--- src/rtl/tlm_fifo_hw.sv ---
`default_nettype none
// ============================================================================
// Module   : tlm_fifo_hw
// Purpose  : Bounded, strictly ordered FIFO channel between a producer and a
//            consumer. It is the hardware form of a put/get export pair, with
//            blocking expressed as ready/valid backpressure. DEPTH need not be
//            a power of two.
// Ports    : clk, rst       - single clock, synchronous active-high reset
//            put_valid/put_ready/put_data - producer handshake (ready = !full)
//            get_valid/get_ready/get_data - consumer handshake (valid = !empty)
//            count, full, empty           - occupancy status
//            flush (only with TLM_FIFO_FLUSH_EN) - synchronous clear
// Options  : TLM_FIFO_FLUSH_EN - adds the flush port and its clear logic
// Revision : 1.0 - initial release
// ============================================================================
module tlm_fifo_hw #(
   parameter int WIDTH = 32,
   parameter int DEPTH = 3
) (
   input  logic                       clk,
   input  logic                       rst,
`ifdef TLM_FIFO_FLUSH_EN
   input  logic                       flush,
`endif
   input  logic                       put_valid,
   output logic                       put_ready,
   input  logic [WIDTH-1:0]           put_data,
   output logic                       get_valid,
   input  logic                       get_ready,
   output logic [WIDTH-1:0]           get_data,
   output logic [$clog2(DEPTH+1)-1:0] count,
   output logic                       full,
   output logic                       empty
);

   localparam int CW = $clog2(DEPTH + 1);
   // A one-entry FIFO still needs a one-bit pointer to index storage.
   localparam int PW = (DEPTH > 1) ? $clog2(DEPTH) : 1;
   localparam logic [PW-1:0] PTR_LAST  = PW'(DEPTH - 1);
   localparam logic [CW-1:0] COUNT_MAX = CW'(DEPTH);

   logic [WIDTH-1:0] mem [0:DEPTH-1];
   logic [PW-1:0]    wr_ptr;
   logic [PW-1:0]    rd_ptr;
   logic             put_fire;
   logic             get_fire;

   // Explicit wrap keeps the pointers inside 0..DEPTH-1 for any DEPTH.
   function automatic logic [PW-1:0] ptr_next(input logic [PW-1:0] p);
      return (p == PTR_LAST) ? '0 : p + 1'b1;
   endfunction

   // All outputs derive from registered state only.
   assign full      = (count == COUNT_MAX);
   assign empty     = (count == '0);
   assign put_ready = !full;
   assign get_valid = !empty;
   assign get_data  = empty ? '0 : mem[rd_ptr];

   assign put_fire  = put_valid && put_ready;
   assign get_fire  = get_ready && get_valid;

   always_ff @(posedge clk) begin
      if (rst) begin
         wr_ptr <= '0;
         rd_ptr <= '0;
         count  <= '0;
      end
`ifdef TLM_FIFO_FLUSH_EN
      else if (flush) begin
         wr_ptr <= '0;
         rd_ptr <= '0;
         count  <= '0;
      end
`endif
      else begin
         if (put_fire) wr_ptr <= ptr_next(wr_ptr);
         if (get_fire) rd_ptr <= ptr_next(rd_ptr);
         case ({put_fire, get_fire})
            2'b10:   count <= count + CW'(1);
            2'b01:   count <= count - CW'(1);
            default: count <= count;
         endcase
      end
   end

   // Storage carries no reset; the write is suppressed whenever the
   // pointers are being cleared so a discarded put leaves no trace.
   always_ff @(posedge clk) begin
`ifdef TLM_FIFO_FLUSH_EN
      if (put_fire && !rst && !flush) mem[wr_ptr] <= put_data;
`else
      if (put_fire && !rst) mem[wr_ptr] <= put_data;
`endif
   end

   a_count_bound : assert property (@(posedge clk) disable iff (rst)
      count <= COUNT_MAX);
   a_full_empty  : assert property (@(posedge clk) disable iff (rst)
      !(full && empty));

endmodule
`default_nettype wire

--- config.mk ---
export PLATFORM = sky130hd
export DESIGN_NAME = tlm_fifo_hw
export DESIGN_NICKNAME = d
export VERILOG_FILES = /design/src/rtl/tlm_fifo_hw.sv
export SDC_FILE = /design/constraint.sdc
export NUM_CORES = 1
export LEC_CHECK = 0
export CELL_PAD_IN_SITES_DETAIL_PLACEMENT = 1
export CELL_PAD_IN_SITES_GLOBAL_PLACEMENT = 2
export CORE_ASPECT_RATIO = 1.4
export CORE_MARGIN = 2
export CORE_UTILIZATION = 27
export CTS_CLUSTER_SIZE = 24
export DETAILED_ROUTE_END_ITERATION = 12
export MAX_ROUTING_LAYER = met4
export PLACE_DENSITY = 0.66
export SYNTH_ARGS = -nofsm -noshare
export SYNTH_HDL_FRONTEND = slang
export SYNTH_SLANG_ARGS = --single-unit
export TNS_END_PERCENT = 5
--- constraint.sdc ---
create_clock -name clk -period 4.41 [get_ports clk]
set_clock_uncertainty 0.05 [all_clocks]
set_input_delay 0.441 -clock clk [delete_from_list [all_inputs] [get_ports clk]]
set_output_delay 0.441 -clock clk [all_outputs]
set_load 0.05 [all_outputs]
==> flow_summary_export.csv, run 1 <==
group,metric,value,unit
critical_path,endpoint_kind,"output pin",
yosys,synth_cell_types,22,
critical_path,crit_fanout,32,
grt,grt_pass1_wl,12900,µm
outcome,status,"finished clean",
timing,grt_setup_unrepaired,"no",
grt,met1_usage,11.5,%
critical_path,worstSetupStartpointType,"flip-flop",
grt,busiest_layer,"met2",
yosys,yosysWarnings,0,
timing,drv_slew,0,
critical_path,crit_path_max_incr_delay,1.06,ns
final_layout,final_layout_size_suffix_gt1_share,16.0,%
power_and_ir_drop,pwr-share-comb,37.7,%
power_and_ir_drop,vdd_ir_drop_max,0.247,mV
clock_network,h-tree-depth,3,
yosys,ys_seq_area_share,74.3,%
floorplanning,io_pins,74,
yosys,syn-num-nets,280,
power_and_ir_drop,p_leak,1.71,nW
grt,grt_overflow,0,
clock_network,cts_made_buffers,9,
power_and_ir_drop,p_clk_share,23.7,%
clock_network,clock_sinks,104,
yosys,synth_edf_count,96,
clock_network,cts_buffer_depth,2,
clock_network,clk_latency,0.34,ns
yosys,ys_ff_latch,104,
timing,finalSetupTns,0,ns
drt,wirelength,8350,µm
clock_network,tritoncts,"done",
yosys,synth_area_leaders,"edfxtp_1 (70%), mux2i_1 (8.1%), mux2_2 (6.6%)",
yosys,syn_inst,243,
yosys,synth.avg_cell_area,16.8,µm²
final_layout,area.growth.synth_to_final,30.6,%
drt,wl_per_cell,16.2,µm
drt,vias,2232,
critical_path,cp_cell_sequence,"mux2i_1 -> nor2_1 -> clkdlybuf4s50_1",
timing,maxSlewHeadroom,25.8,%
placement,place.detailed.hpwl,5510,µm
power_and_ir_drop,power_density,590,nW/µm²
drt,drtPass1Iterations,4,
placement,io_buffers,73,
placement,gp_congestion,0.651,
timing,setup_viol,0,
min_path,hold_class,"flip-flop to flip-flop",
placement,preCtsSetupSlack,1.60,ns
yosys,synth-main-ff-cell,"edfxtp_1",
drt,vias_per_cell,4.33,
power_and_ir_drop,p_switching,1.20,mW
drt,ant_nets,0,
timing,max_slew.worst_pin.slew,1.11,ns
critical_path,crit_type,"flip-flop to output pin",
timing,hold_viol,0,
critical_path,crit_required,3.92,ns
power_and_ir_drop,p_seq_share,38.6,%
floorplanning,rows,53,
grt,grt_use_met3,2.00,%
yosys,synth_area,4090,µm²
power_and_ir_drop,switching_share,38.2,%
floorplanning,die_x,108,µm
yosys,synth_top_cell_area_share,70.4,%
floorplanning,start_util,27.4,%
clock_network,postCtsHoldBufs,0,
job,cap_violations,0,
drt,drc_errors,0,
grt,grt.total_usage,11.2,%
clock_network,clockRootBuffer,"clkbuf_16",
timing,setup_slack,1.31,ns
critical_path,path_delay_family,"flip-flops",
clock_network,clkTransAtPathRegs,0.07,ns
final_layout,final_cell_mix,"edfxtp_1 (96), clkdlybuf4s50_1 (73), nor2_1 (34), mux2i_1 (33), mux2_2 (24)",
grt,grt_max_degree,35,
timing,finalWorstPathRequiredPeriod,3.10,ns
timing,max_freq,0.323,GHz
clock_network,postCtsSetupBuffers,0,
yosys,async_flop_share,0,%
grt,antenna_found_initial,0,
power_and_ir_drop,p_int,1.95,mW
floorplanning,die_y,150,µm
timing,fin_hold_ws,0.452,ns
critical_path,worstPathArrival,2.61,ns
grt,grtUsageMet2,20.5,%
yosys,synth.largest_area_cell,"edfxtp_1",
floorplanning,core_area,14900,µm²
final_layout,mostFrequentLayoutCell,"edfxtp_1",
timing,period_share,70.3,%
floorplanning,dieArea,16200,µm²
critical_path,slowest_stage,"dfxtp_2",
final_layout,antenna_cells,0,
critical_path,worstPathBufferInverterCount,1,
final_layout,finalNetCount,356,
drt,drt-initial-drc-count,88,
critical_path,r2r_slack,2.48,ns
clock_network,cts_resized,0,
grt,grt_pass1_vias,2453,
==> per-stage QoR <==
stage               cell area, µm²  util [%]  std cells  total power, mW
CTS                           5350      35.8        516             3.21
detailed placement            5060      33.9        500             2.45
finish                        5350      35.8        516             3.15
floorplan                     4090         -        243             2.04
global route                  5350      35.8        516             3.30
global placement              5060      33.9        500             2.44
==> worst register-to-register path, stage by stage, from the launching register on <==
cell	delay, ns
dfxtp_1	0.41
o21ai_0	0.46
inv_1	0.10
ha_1	0.33
or3_1	0.37
a21oi_1	0.14
==> kinds of logic (layout without fill, tap and decap cells) <==
| kind of cell | after synthesis | after routing | share of synthesized area (%) |
|---|---|---|---|
| multiplexers | 65 | 65 | 16.9 |
| buffers and inverters | 17 | 98 | 2.11 |
| adder cells (fa/ha/maj) | 1 | 1 | 0.306 |
| AND/OR/NAND/NOR | 47 | 47 | 4.98 |
| AO/OA/AOI/OAI | 7 | 7 | 0.978 |
| flip-flops | 104 | 104 | 74.3 |
| XOR/XNOR | 2 | 2 | 0.428 |
==> sequential cells by signal (all words and copies together) (netlist names), named ones only <==
| register | flops |
|---|---|
| wr_ptr | 2 |
| count | 2 |
| rd_ptr | 2 |
| mem | 96 |
==> synthesized netlist by cell type, drive strengths merged (2+ instances only) <==
master	number
mux2	32
edfxtp	96
clkbuf	6
mux2i	33
inv	3
or3	3
o21ai	2
dfxtp	8
nor2	35
buf	8
nand2	4
nor4b	2
a21oi	4
==> path summary, 6_finish.rpt <==
path / depth (start not counted) / from / to
setup / recovery: 3 / flip-flop / get_data[4]
hold / removal: 2 / rd_ptr[0]$_SDFFE_PP0P_ / flip-flop
setup reg to reg: 5 / count[0]$_SDFFE_PP0P_ / count[1]$_SDFFE_PP0P_
hold reg to reg: 2 / rd_ptr[0]$_SDFFE_PP0P_ / flip-flop
==> power groups by stage <==
stage               Combinational [mW]  Clock [mW]  Sequential, mW
floorplan                        0.839           0            1.20
global placement                  1.20           0            1.24
detailed placement                1.21           0            1.25
CTS                               1.21       0.773            1.22
global route                      1.26       0.817            1.23
finish                            1.19       0.746            1.22
==> routing by layer <==
metal,vias up,wire [µm]
met5,-,0
met4,0,143
met3,11,248
met2,45,4630
met1,1121,3330
li1,1055,-
==> layout make-up <==
class                           count  area (µm²)
Fill cell                        1550        9580
Sequential cell                   104        3050
Multi-Input combinational cell    122         991
Timing Repair Buffer               79         776
Tap cell                          192         240
Clock buffer                        9         225
Clock inverter                      7        56.3
Inverter                            3        11.3
No activity file was read; power rests on OpenSTA's default activity.
==> run 2: changes to the inputs <==
--- a/config.mk
+++ b/config.mk
@@ -13,7 +13,7 @@
 export CTS_CLUSTER_SIZE = 24
 export DETAILED_ROUTE_END_ITERATION = 12
 export MAX_ROUTING_LAYER = met4
-export PLACE_DENSITY = 0.66
+export PLACE_DENSITY = 0.63
 export SYNTH_ARGS = -nofsm -noshare
 export SYNTH_HDL_FRONTEND = slang
 export SYNTH_SLANG_ARGS = --single-unit
==> constraint.sdc (replaced) <==
create_clock -name clk -period 3 [get_ports clk]
set_clock_uncertainty 0.05 [all_clocks]
set_input_delay 0.3 -clock clk [delete_from_list [all_inputs] [get_ports clk]]
set_output_delay 0.3 -clock clk [all_outputs]
set_load 0.05 [all_outputs]
==> flow_summary_export.csv, run 2 (same netlist as run 1, synthesis figures left out) <==
group,metric,value,unit
power_and_ir_drop,power_density,868,nW/µm²
power_and_ir_drop,p_leak,1.74,nW
min_path,hold_depth,2,
floorplanning,rows,53,
min_path,hold_class,"flip-flop to flip-flop",
final_layout,mostFrequentLayoutCell,"edfxtp_1",
final_layout,area.growth.synth_to_final,32.3,%
drt,wl_per_cell,16.5,µm
timing,max_slew.worst_pin.slew,0.689,ns
critical_path,crit_required,2.65,ns
clock_network,postCtsHoldBufs,0,
timing,drv_slew,0,
final_layout,final_layout_size_suffix_gt1_share,17.0,%
clock_network,clock_sinks,104,
critical_path,crit_type,"flip-flop to output pin",
placement,preCtsSetupSlack,0.545,ns
drt,vias_per_cell,4.31,
final_layout,antenna_cells,0,
drt,ant_nets,0,
placement,placed_area,5140,µm²
timing,grt_setup_unrepaired,"no",
floorplanning,die_y,150,µm
clock_network,cts_resized,0,
final_layout,final_cell_mix,"edfxtp_1 (96), clkdlybuf4s50_1 (73), nor2_1 (34), mux2i_1 (33), mux2_2 (24)",
drt,vias,2246,
critical_path,worstPathArrival,2.40,ns
power_and_ir_drop,fin_total_pwr,4.70,mW
critical_path,ff2ff_path_depth,5,
final_layout,finalNetCount,361,
timing,maxSlewHeadroom,54.0,%
clock_network,clockRootBuffer,"clkbuf_16",
critical_path,worstSetupStartpointType,"flip-flop",
placement,gp_congestion,0.675,
critical_path,crit_fanout,21,
drt,drc_errors,0,
placement,place.detailed.hpwl,5610,µm
floorplanning,dieArea,16200,µm²
power_and_ir_drop,vdd_ir_drop_max,0.452,mV
clock_network,cts_buffer_depth,2,
final_layout,final_util,36.3,%
grt,grt.total_usage,11.7,%
drt,wirelength,8580,µm
grt,grt_pass1_vias,2440,
final_layout,regMostFlops,"mem",
final_layout,largest_reg_flops,96,
timing,finalWorstPathRequiredPeriod,2.75,ns
timing,finalSetupTns,0,ns
outcome,status,"finished clean",
grt,grt_max_degree,24,
final_layout,design_area,5420,µm²
floorplanning,start_util,27.4,%
grt,grt_pass1_wl,13400,µm
timing,max_freq,0.364,GHz
clock_network,clk_latency,0.34,ns
floorplanning,die_x,108,µm
grt,grt_overflow,0,
job,cap_violations,0,
clock_network,clkTransAtPathRegs,0.07,ns
critical_path,endpoint_kind,"output pin",
drt,drtPass1Iterations,4,
timing,hold_viol,0,
timing,period_share,91.6,%
clock_network,h-tree-depth,3,
drt,drt-initial-drc-count,73,
grt,antenna_found_initial,0,
floorplanning,core_area,14900,µm²
floorplanning,io_pins,74,
clock_network,postCtsSetupBuffers,0,
clock_network,cts_made_buffers,9,
placement,io_buffers,73,
timing,setup_slack,0.251,ns
timing,setup_viol,0,
clock_network,tritoncts,"done",
run 2: power by group:
group	total (mW)	leakage, nW	switching (mW)	internal [mW]
registers	1.73	0.941	0.0635	1.67
logic	1.88	0.664	1.22	0.660
clock network	1.09	0.134	0.525	0.569
run 2: layout make-up:
| type | count | area, µm² |
|---|---|---|
| clock inverter | 7 | 51.3 |
| timing repair buffer | 84 | 826 |
| sequential | 104 | 3050 |
| inverter | 3 | 11.3 |
| tap | 192 | 240 |
| fill | 1528 | 9500 |
| clock buffer | 9 | 225 |
| multi-input combinational | 122 | 1020 |
run 2: critical path, stage by stage (launching register included):
cell and delay (ns):
dfxtp_1 0.40, nor2_4 0.57, buf_4 0.29, nor2_1 0.08
clkdlybuf4s50_1 0.71
run 2: path summary, 6_finish.rpt:
path | end | slack (ns) | start
setup reg to reg | count[1]$_SDFFE_PP0P_ | 0.99 | count[0]$_SDFFE_PP0P_
hold / removal | flip-flop | 0.43 | rd_ptr[0]$_SDFFE_PP0P_
hold reg to reg | flip-flop | 0.43 | rd_ptr[0]$_SDFFE_PP0P_
setup / recovery | get_data[27] | 0.25 | count[0]$_SDFFE_PP0P_
run 2: per-layer routing:
| metal | wire length, µm | track usage, % |
|---|---|---|
| met5 | 0 | - |
| met4 | 167 | 4.81 |
| met3 | 198 | 1.96 |
| met2 | 4880 | 21.1 |
| met1 | 3340 | 12.4 |
run 2: metrics by stage:
step / std cells / hold WS (ns)
3_3_place_gp: 505 / 0.434
4_1_cts: 521 / 0.439
5_1_grt: 521 / 0.477
2_1_floorplan: 243 / 0.349
6_report: 521 / 0.435
3_5_place_dp: 505 / 0.428
==> run 3: changes to the inputs <==
--- a/config.mk
+++ b/config.mk
@@ -17,4 +17,4 @@
 export SYNTH_ARGS = -nofsm -noshare
 export SYNTH_HDL_FRONTEND = slang
 export SYNTH_SLANG_ARGS = --single-unit
-export TNS_END_PERCENT = 5
+export TNS_END_PERCENT = 1
==> results of run 3 <==
The final DEF is identical to that of run 2; final timing and power are the same.
